File: src/rtl/fifo_pkg.sv
// Shared constants and types for the synchronous FIFO family.
// Width helpers keep pointer/count sizing consistent between the top and its storage.
package fifo_pkg;

   localparam int FIFO_MODE_STD       = 0;
   localparam int FIFO_MODE_FWFT      = 1;
   localparam int FIFO_DEF_DATA_WIDTH = 32;
   localparam int FIFO_DEF_DEPTH      = 16;

   typedef enum logic [1:0] {
      FWFT_IDLE  = 2'd0,
      FWFT_FETCH = 2'd1,
      FWFT_VALID = 2'd2
   } fwft_state_t;

   function automatic int fifo_ptr_width(input int depth);
      return (depth > 1) ? $clog2(depth) : 1;
   endfunction

   // Occupancy has to reach DEPTH itself, hence depth+1 codes.
   function automatic int fifo_cnt_width(input int depth);
      return $clog2(depth + 1);
   endfunction

endpackage

File: src/rtl/fifo_mem.sv
// Simple dual-port register array with a registered read port.
// Contents are deliberately not reset.
module fifo_mem
   import fifo_pkg::*;
#(
   parameter int DATA_WIDTH = FIFO_DEF_DATA_WIDTH,
   parameter int DEPTH      = FIFO_DEF_DEPTH,
   parameter int PTR_WIDTH  = fifo_ptr_width(DEPTH)
) (
   input  logic                  clk,
   input  logic                  wr_en,
   input  logic [PTR_WIDTH-1:0]  wr_addr,
   input  logic [DATA_WIDTH-1:0] wr_data,
   input  logic                  rd_en,
   input  logic [PTR_WIDTH-1:0]  rd_addr,
   output logic [DATA_WIDTH-1:0] rd_data
);

   logic [DATA_WIDTH-1:0] mem [DEPTH];

   always_ff @(posedge clk) begin
      if (wr_en) mem[wr_addr] <= wr_data;
      if (rd_en) rd_data <= mem[rd_addr];
   end

endmodule

File: src/rtl/sync_fifo_fwft.sv
// Single-clock FIFO with standard (registered) or first-word-fall-through read,
// threshold flags and sticky overflow/underflow.
module sync_fifo_fwft
   import fifo_pkg::*;
#(
   parameter int DATA_WIDTH    = FIFO_DEF_DATA_WIDTH,
   parameter int DEPTH         = FIFO_DEF_DEPTH,
   parameter int PTR_WIDTH     = fifo_ptr_width(DEPTH),
   parameter int CNT_WIDTH     = fifo_cnt_width(DEPTH),
   parameter int FWFT          = FIFO_MODE_STD,
   parameter int AFULL_THRESH  = DEPTH - 2,
   parameter int AEMPTY_THRESH = 2
) (
   input  logic                  clk,
   input  logic                  rst,
   input  logic                  wr_en,
   input  logic [DATA_WIDTH-1:0] wr_data,
   input  logic                  rd_en,
   output logic [DATA_WIDTH-1:0] rd_data,
   output logic                  rd_valid,
   output logic                  full,
   output logic                  empty,
   output logic                  almost_full,
   output logic                  almost_empty,
   output logic [CNT_WIDTH-1:0]  data_count,
   output logic [CNT_WIDTH-1:0]  free_count,
   output logic                  overflow,
   output logic                  underflow,
   input  logic                  err_clr
);

   if (DEPTH < 2) begin : g_bad_depth
      $error("sync_fifo_fwft: DEPTH must be at least 2");
   end
   if (AFULL_THRESH < 0 || AFULL_THRESH > DEPTH) begin : g_bad_afull
      $error("sync_fifo_fwft: AFULL_THRESH outside 0..DEPTH");
   end
   if (AEMPTY_THRESH < 0 || AEMPTY_THRESH > DEPTH) begin : g_bad_aempty
      $error("sync_fifo_fwft: AEMPTY_THRESH outside 0..DEPTH");
   end
   if (FWFT != FIFO_MODE_STD && FWFT != FIFO_MODE_FWFT) begin : g_bad_mode
      $error("sync_fifo_fwft: FWFT must be 0 or 1");
   end

   logic [PTR_WIDTH-1:0]  wr_ptr, rd_ptr;
   logic [CNT_WIDTH-1:0]  count, count_nxt, mem_count;
   logic                  push, pop, mem_rd, head_from_mem, std_loaded, bypass;
   logic [DATA_WIDTH-1:0] mem_q, out_reg;
   fwft_state_t           state;

   function automatic logic [PTR_WIDTH-1:0] ptr_inc(input logic [PTR_WIDTH-1:0] ptr);
      return (ptr == PTR_WIDTH'(DEPTH - 1)) ? '0 : ptr + PTR_WIDTH'(1);
   endfunction

   assign push          = wr_en && !full;
   assign pop           = rd_en && !empty;
   assign head_from_mem = (state == FWFT_FETCH) && bypass;
   assign count_nxt     = count + CNT_WIDTH'(push) - CNT_WIDTH'(pop);
   assign data_count    = count;

   // mem_count excludes the FWFT output stage; a word is only readable once it was written on an earlier edge.
   always_comb begin
      mem_rd = 1'b0;
      if (FWFT == FIFO_MODE_FWFT)
         mem_rd = (mem_count != '0) && ((state == FWFT_IDLE) || ((state == FWFT_VALID || head_from_mem) && pop));
      else
         mem_rd = pop;
   end

   fifo_mem #(
      .DATA_WIDTH (DATA_WIDTH),
      .DEPTH      (DEPTH),
      .PTR_WIDTH  (PTR_WIDTH)
   ) u_mem (
      .clk     (clk),
      .wr_en   (push),
      .wr_addr (wr_ptr),
      .wr_data (wr_data),
      .rd_en   (mem_rd),
      .rd_addr (rd_ptr),
      .rd_data (mem_q)
   );

   always_ff @(posedge clk) begin
      if (rst) begin
         wr_ptr       <= '0;
         rd_ptr       <= '0;
         count        <= '0;
         mem_count    <= '0;
         full         <= 1'b0;
         almost_full  <= 1'b0;
         almost_empty <= 1'b1;
         free_count   <= CNT_WIDTH'(DEPTH);
         overflow     <= 1'b0;
         underflow    <= 1'b0;
      end else begin
         if (push)   wr_ptr <= ptr_inc(wr_ptr);
         if (mem_rd) rd_ptr <= ptr_inc(rd_ptr);
         count        <= count_nxt;
         mem_count    <= mem_count + CNT_WIDTH'(push) - CNT_WIDTH'(mem_rd);
         full         <= (count_nxt == CNT_WIDTH'(DEPTH));
         almost_full  <= (count_nxt >= CNT_WIDTH'(AFULL_THRESH));
         almost_empty <= (count_nxt <= CNT_WIDTH'(AEMPTY_THRESH));
         free_count   <= CNT_WIDTH'(DEPTH) - count_nxt;
         overflow     <= (wr_en && full) || (overflow && !err_clr);
         underflow    <= (rd_en && empty) || (underflow && !err_clr);
      end
   end

   // state | meaning
   // IDLE  | output stage empty, no read outstanding
   // FETCH | memory read issued; with bypass set, mem_q already is the visible head
   // VALID | out_reg holds the head word
   always_ff @(posedge clk) begin
      if (rst) begin
         state      <= FWFT_IDLE;
         bypass     <= 1'b0;
         out_reg    <= '0;
         empty      <= 1'b1;
         rd_valid   <= 1'b0;
         std_loaded <= 1'b0;
      end else if (FWFT == FIFO_MODE_FWFT) begin
         case (state)
            FWFT_IDLE: begin
               if (mem_count != '0) begin
                  state  <= FWFT_FETCH;
                  bypass <= 1'b0;
               end
            end
            FWFT_FETCH: begin
               if (bypass && pop) begin
                  state    <= mem_rd ? FWFT_FETCH : FWFT_IDLE;
                  bypass   <= mem_rd;
                  empty    <= !mem_rd;
                  rd_valid <= mem_rd;
               end else begin
                  state    <= FWFT_VALID;
                  bypass   <= 1'b0;
                  out_reg  <= mem_q;
                  empty    <= 1'b0;
                  rd_valid <= 1'b1;
               end
            end
            FWFT_VALID: begin
               if (pop) begin
                  state    <= mem_rd ? FWFT_FETCH : FWFT_IDLE;
                  bypass   <= mem_rd;
                  empty    <= !mem_rd;
                  rd_valid <= mem_rd;
               end
            end
            default: begin
               state    <= FWFT_IDLE;
               bypass   <= 1'b0;
               empty    <= 1'b1;
               rd_valid <= 1'b0;
            end
         endcase
      end else begin
         rd_valid <= pop;
         empty    <= (count_nxt == '0);
         if (pop) std_loaded <= 1'b1;
      end
   end

   // Standard mode shows zero until the first pop after reset, then holds the last popped word.
   assign rd_data = (FWFT == FIFO_MODE_FWFT) ? (head_from_mem ? mem_q : out_reg)
                                             : (std_loaded ? mem_q : '0);

endmodule

File: config.mk
export PLATFORM = sky130hd
export DESIGN_NAME = sync_fifo_fwft
export DESIGN_NICKNAME = d
export VERILOG_FILES = /design/src/rtl/fifo_pkg.sv /design/src/rtl/fifo_mem.sv /design/src/rtl/sync_fifo_fwft.sv
export SDC_FILE = /design/constraint.sdc
export NUM_CORES = 1
export LEC_CHECK = 0
export ABC_AREA = 1
export BUFFER_PORTS_ARGS = -buffer_cell sky130_fd_sc_hd__buf_2
export CAP_MARGIN = 15
export CORE_MARGIN = 10
export CORE_UTILIZATION = 45
export DETAILED_ROUTE_END_ITERATION = 12
export SLEW_MARGIN = 20
export SYNTH_ARGS = -nofsm -noshare
export SYNTH_HDL_FRONTEND = slang
export SYNTH_SLANG_ARGS = --single-unit
File: constraint.sdc
create_clock -name clk -period 9.2 [get_ports clk]
set_input_delay 0.46 -clock clk [delete_from_list [all_inputs] [get_ports clk]]
set_output_delay 0.46 -clock clk [all_outputs]
set_load 0.005 [all_outputs]
==> flow_metrics.py <==
metrics = {
    "global_routing": {
        "gr-total-overflow": 0,
        "grt_pass1_wl_um": 90100,
        "grt_max_degree": 120,
        "track_usage_pct": 18.2,
        "antenna_found_initial": 0,
        "grt_pass1_vias": 15600,
    },
    "setup_path": {
        "crit_arrival_ns": 3.90,
        "critPathMaxStageDelay_ns": 0.57,
        "crit_path_end_kind": "flop",
        "worstSetupStartpointType": "flop",
        "worstPathMaxFanout": 37,
        "crit_chain": "inv_1 -> nand2_1 -> inv_4 -> ha_1 -> inv_1 -> ha_1 -> fa_1 -> inv_1 -> ha_1 -> a21boi_0 -> inv_1 -> nor2_1 -> ha_1 -> nand2_1",
        "cp.required_ns": 9.76,
        "worst-setup-path-type": "flop to flop",
        "slowest_stage": "inv_4",
    },
    "power_and_ir_drop": {
        "p_leak_nw": 12.5,
        "peakVddDrop_mv": 0.158,
        "powerDensity_nw_per_um2": 230,
        "power_w": 0.00637,
    },
    "die": {
        "core.rowCount": 85,
        "core-area_um2": 54100,
        "die-area_um2": 64800,
        "dieWidth_um": 255,
        "boundaryPins": 86,
        "die_h_um": 255,
        "start_util_pct": 45.7,
    },
    "finish": {
        "n_antenna_cell": 0,
        "syn_to_final_growth_pct": 12.0,
        "fillers": 4711,
        "drive_gt1_share_pct": 8.66,
        "multi_input_area_um2": 5420,
        "nNetsFinal": 2591,
        "seqCellArea_um2": 16800,
    },
    "sta": {
        "finalCritPeriodShare_pct": 36.3,
        "hold_viol": 0,
        "skew_ns": 0.0148,
        "fin_crit_ns": 3.34,
        "fin_setup_tns_ns": 0,
        "setup_viol": 0,
        "rsz0062_at_grt": "false",
        "worst_pin_slew_ns": 1.07,
        "timing.slew.headroom_pct": 28.5,
        "timing.fmax_ghz": 0.300,
        "drv_slew": 0,
    },
    "yosys": {
        "synth-edff-count": 544,
        "yosys_most_used_dff": "edfxtp_1",
        "syn_nets": 2523,
        "syn_area_um2": 24800,
        "synthTopCellsByCount": "nand2_1, edfxtp_1, inv_1",
        "yosys-top-cells-area": "edfxtp_1, nand2_1, inv_1, nand3_1, dfxtp_1",
        "yosysTopAreaCell": "edfxtp_1",
        "ys_ff_latch": 569,
        "postSynthCellCount": 2471,
        "yosysTopAreaCellShare_pct": 66.0,
        "ys_seq_area_share_pct": 68.0,
        "synth_cell_types": 23,
        "async_flop_share_pct": 0,
        "ys_warn_count": 0,
        "syn_avg_cell_area_um2": 10.0,
        "yosysMostFrequentCell": "nand2_1",
    },
    "detailed_routing": {
        "wl_met2_um": 28600,
        "wl_met3_um": 3170,
        "drtAntennaViolNets": 0,
        "wl_met1_um": 25900,
        "routed_via_density": 4.91,
        "drt_iter0_markers": 1288,
        "drt-total-wl_um": 59000,
        "route.top_layer_used": "met4",
        "wl_per_cell_um": 18.0,
        "num_vias": 16100,
        "drc": 0,
        "dr.pass1.iters": 5,
    },
    "place": {
        "dpl.hpwl_um": 29000,
        "portBuffers": 85,
        "gp_congestion": 0.746,
    },
    "clocking": {
        "cts_buffers": 59,
        "htreeDepth": 2,
        "clock_latency_ns": 0.62,
        "cts.sinks": 569,
        "root_buffer": "clkbuf_16",
        "cts_resized": 0,
        "cts_tree": "yes",
        "postCtsSetupRepairBufs": 0,
        "cts_buffer_depth": 3,
        "hold_buffers": 0,
        "path_clk_slew_ns": 0.06,
    },
    "flow_run": {
        "maxCapViolations": 0,
    },
    "worst_hold_path": {
        "hold_class": "input port to flop",
    },
    "outcome": {
        "status": "complete, no violations",
    },
}
-- where the power goes --
group | total, W | switching (W) | internal (W) | leakage, nW
sequential | 0.00305 | 0.0000693 | 0.00298 | 5.13
clock | 0.00234 | 0.000975 | 0.00137 | 0.933
combinational | 0.000973 | 0.000675 | 0.000297 | 6.38
total | 0.00637 | 0.00172 | 0.00465 | 12.5
-- area by class of cell --
| cell class | instances | share of cell area [%] |
|---|---|---|
| Sequential cell | 569 | 60.7 |
| Multi-Input combinational cell | 1250 | 19.6 |
| Inverter | 545 | 7.41 |
| Clock buffer | 71 | 5.64 |
| Tap cell | 696 | 3.14 |
| Timing Repair Buffer | 114 | 2.32 |
| Clock inverter | 39 | 1.19 |
-- state kept, by name (all words and copies together), names as in the netlist, 4 cells and up --
| signal | flops |
|---|---|
| data_count | 4 |
| free_count | 5 |
| rd_ptr | 4 |
| u_mem.mem | 512 |
| u_mem.rd_data | 32 |
| wr_ptr | 4 |
-- critical path: cells and delay by family, from the launching register on --
kind	cells	cell delay [ns]
buf+inv	5	0.85
compound gates	1	0.24
simple gates	3	0.39
fa+ha+maj	5	1.48
flops	1	0.31
-- cell families (layout without fill, tap and decap cells) --
logic type      Yosys count  in the layout  synth area share, %
buf+inv                 652            769                 10.6
fa+ha+maj                15             15                0.788
compound gates           19             19                0.404
simple gates           1214           1214                 20.1
flops                   569            569                 68.0
xor+xnor                  2              2               0.0708
-- worst paths after layout --
kind                   from       endpoint  slack, ns  depth (start not counted)
setup / recovery      empty  free_count[4]       5.86                         14
hold / removal        rd_en      underflow       0.10                          3
setup reg to reg      empty  free_count[4]       5.86                         14
hold reg to reg   underflow      underflow       0.48                          2
-- stage by stage --
stage                     utilization [%]  cell area (µm²)  std cells  hold WS [ns]  setup WS, ns
after floorplan                         -            24800       2471         0.455          5.82
final                                51.2            27700       3284         0.104          5.86
after global placement               47.7            25800       3174         0.445          5.36
after detailed placement             47.7            25800       3174         0.465          5.65
after CTS                            51.2            27700       3284        0.0676          5.81
after global routing                 51.2            27700       3284        0.0977          5.58
-- layer usage --
metal	track usage, %	vias up
li1	-	7899
met1	23.5	7697
met4	5.81	0
met5	0	-
met2	31.3	444
met3	2.36	94
-- layout by cell type (no fill, tap or decap) --
master / count
dfxtp_4: 2
inv_6: 1
nor3_2: 1
clkinv_1: 27
or2_2: 1
dfxtp_1: 21
fa_1: 1
inv_4: 2
ha_1: 14
clkinv_2: 12
inv_2: 3
nand2_1: 841
a21oi_1: 10
clkinv_4: 2
a21boi_0: 1
clkbuf_1: 10
xor2_1: 2
edfxtp_1: 544
o21ai_0: 7
nor2_1: 20
o21bai_1: 1
buf_4: 29
inv_1: 531
nor2_4: 17
nor3_1: 2
buf_2: 85
nand3_1: 332
bufinv_16: 6
dfxtp_2: 2
clkbuf_16: 61
(Power assumes the default switching activity.)
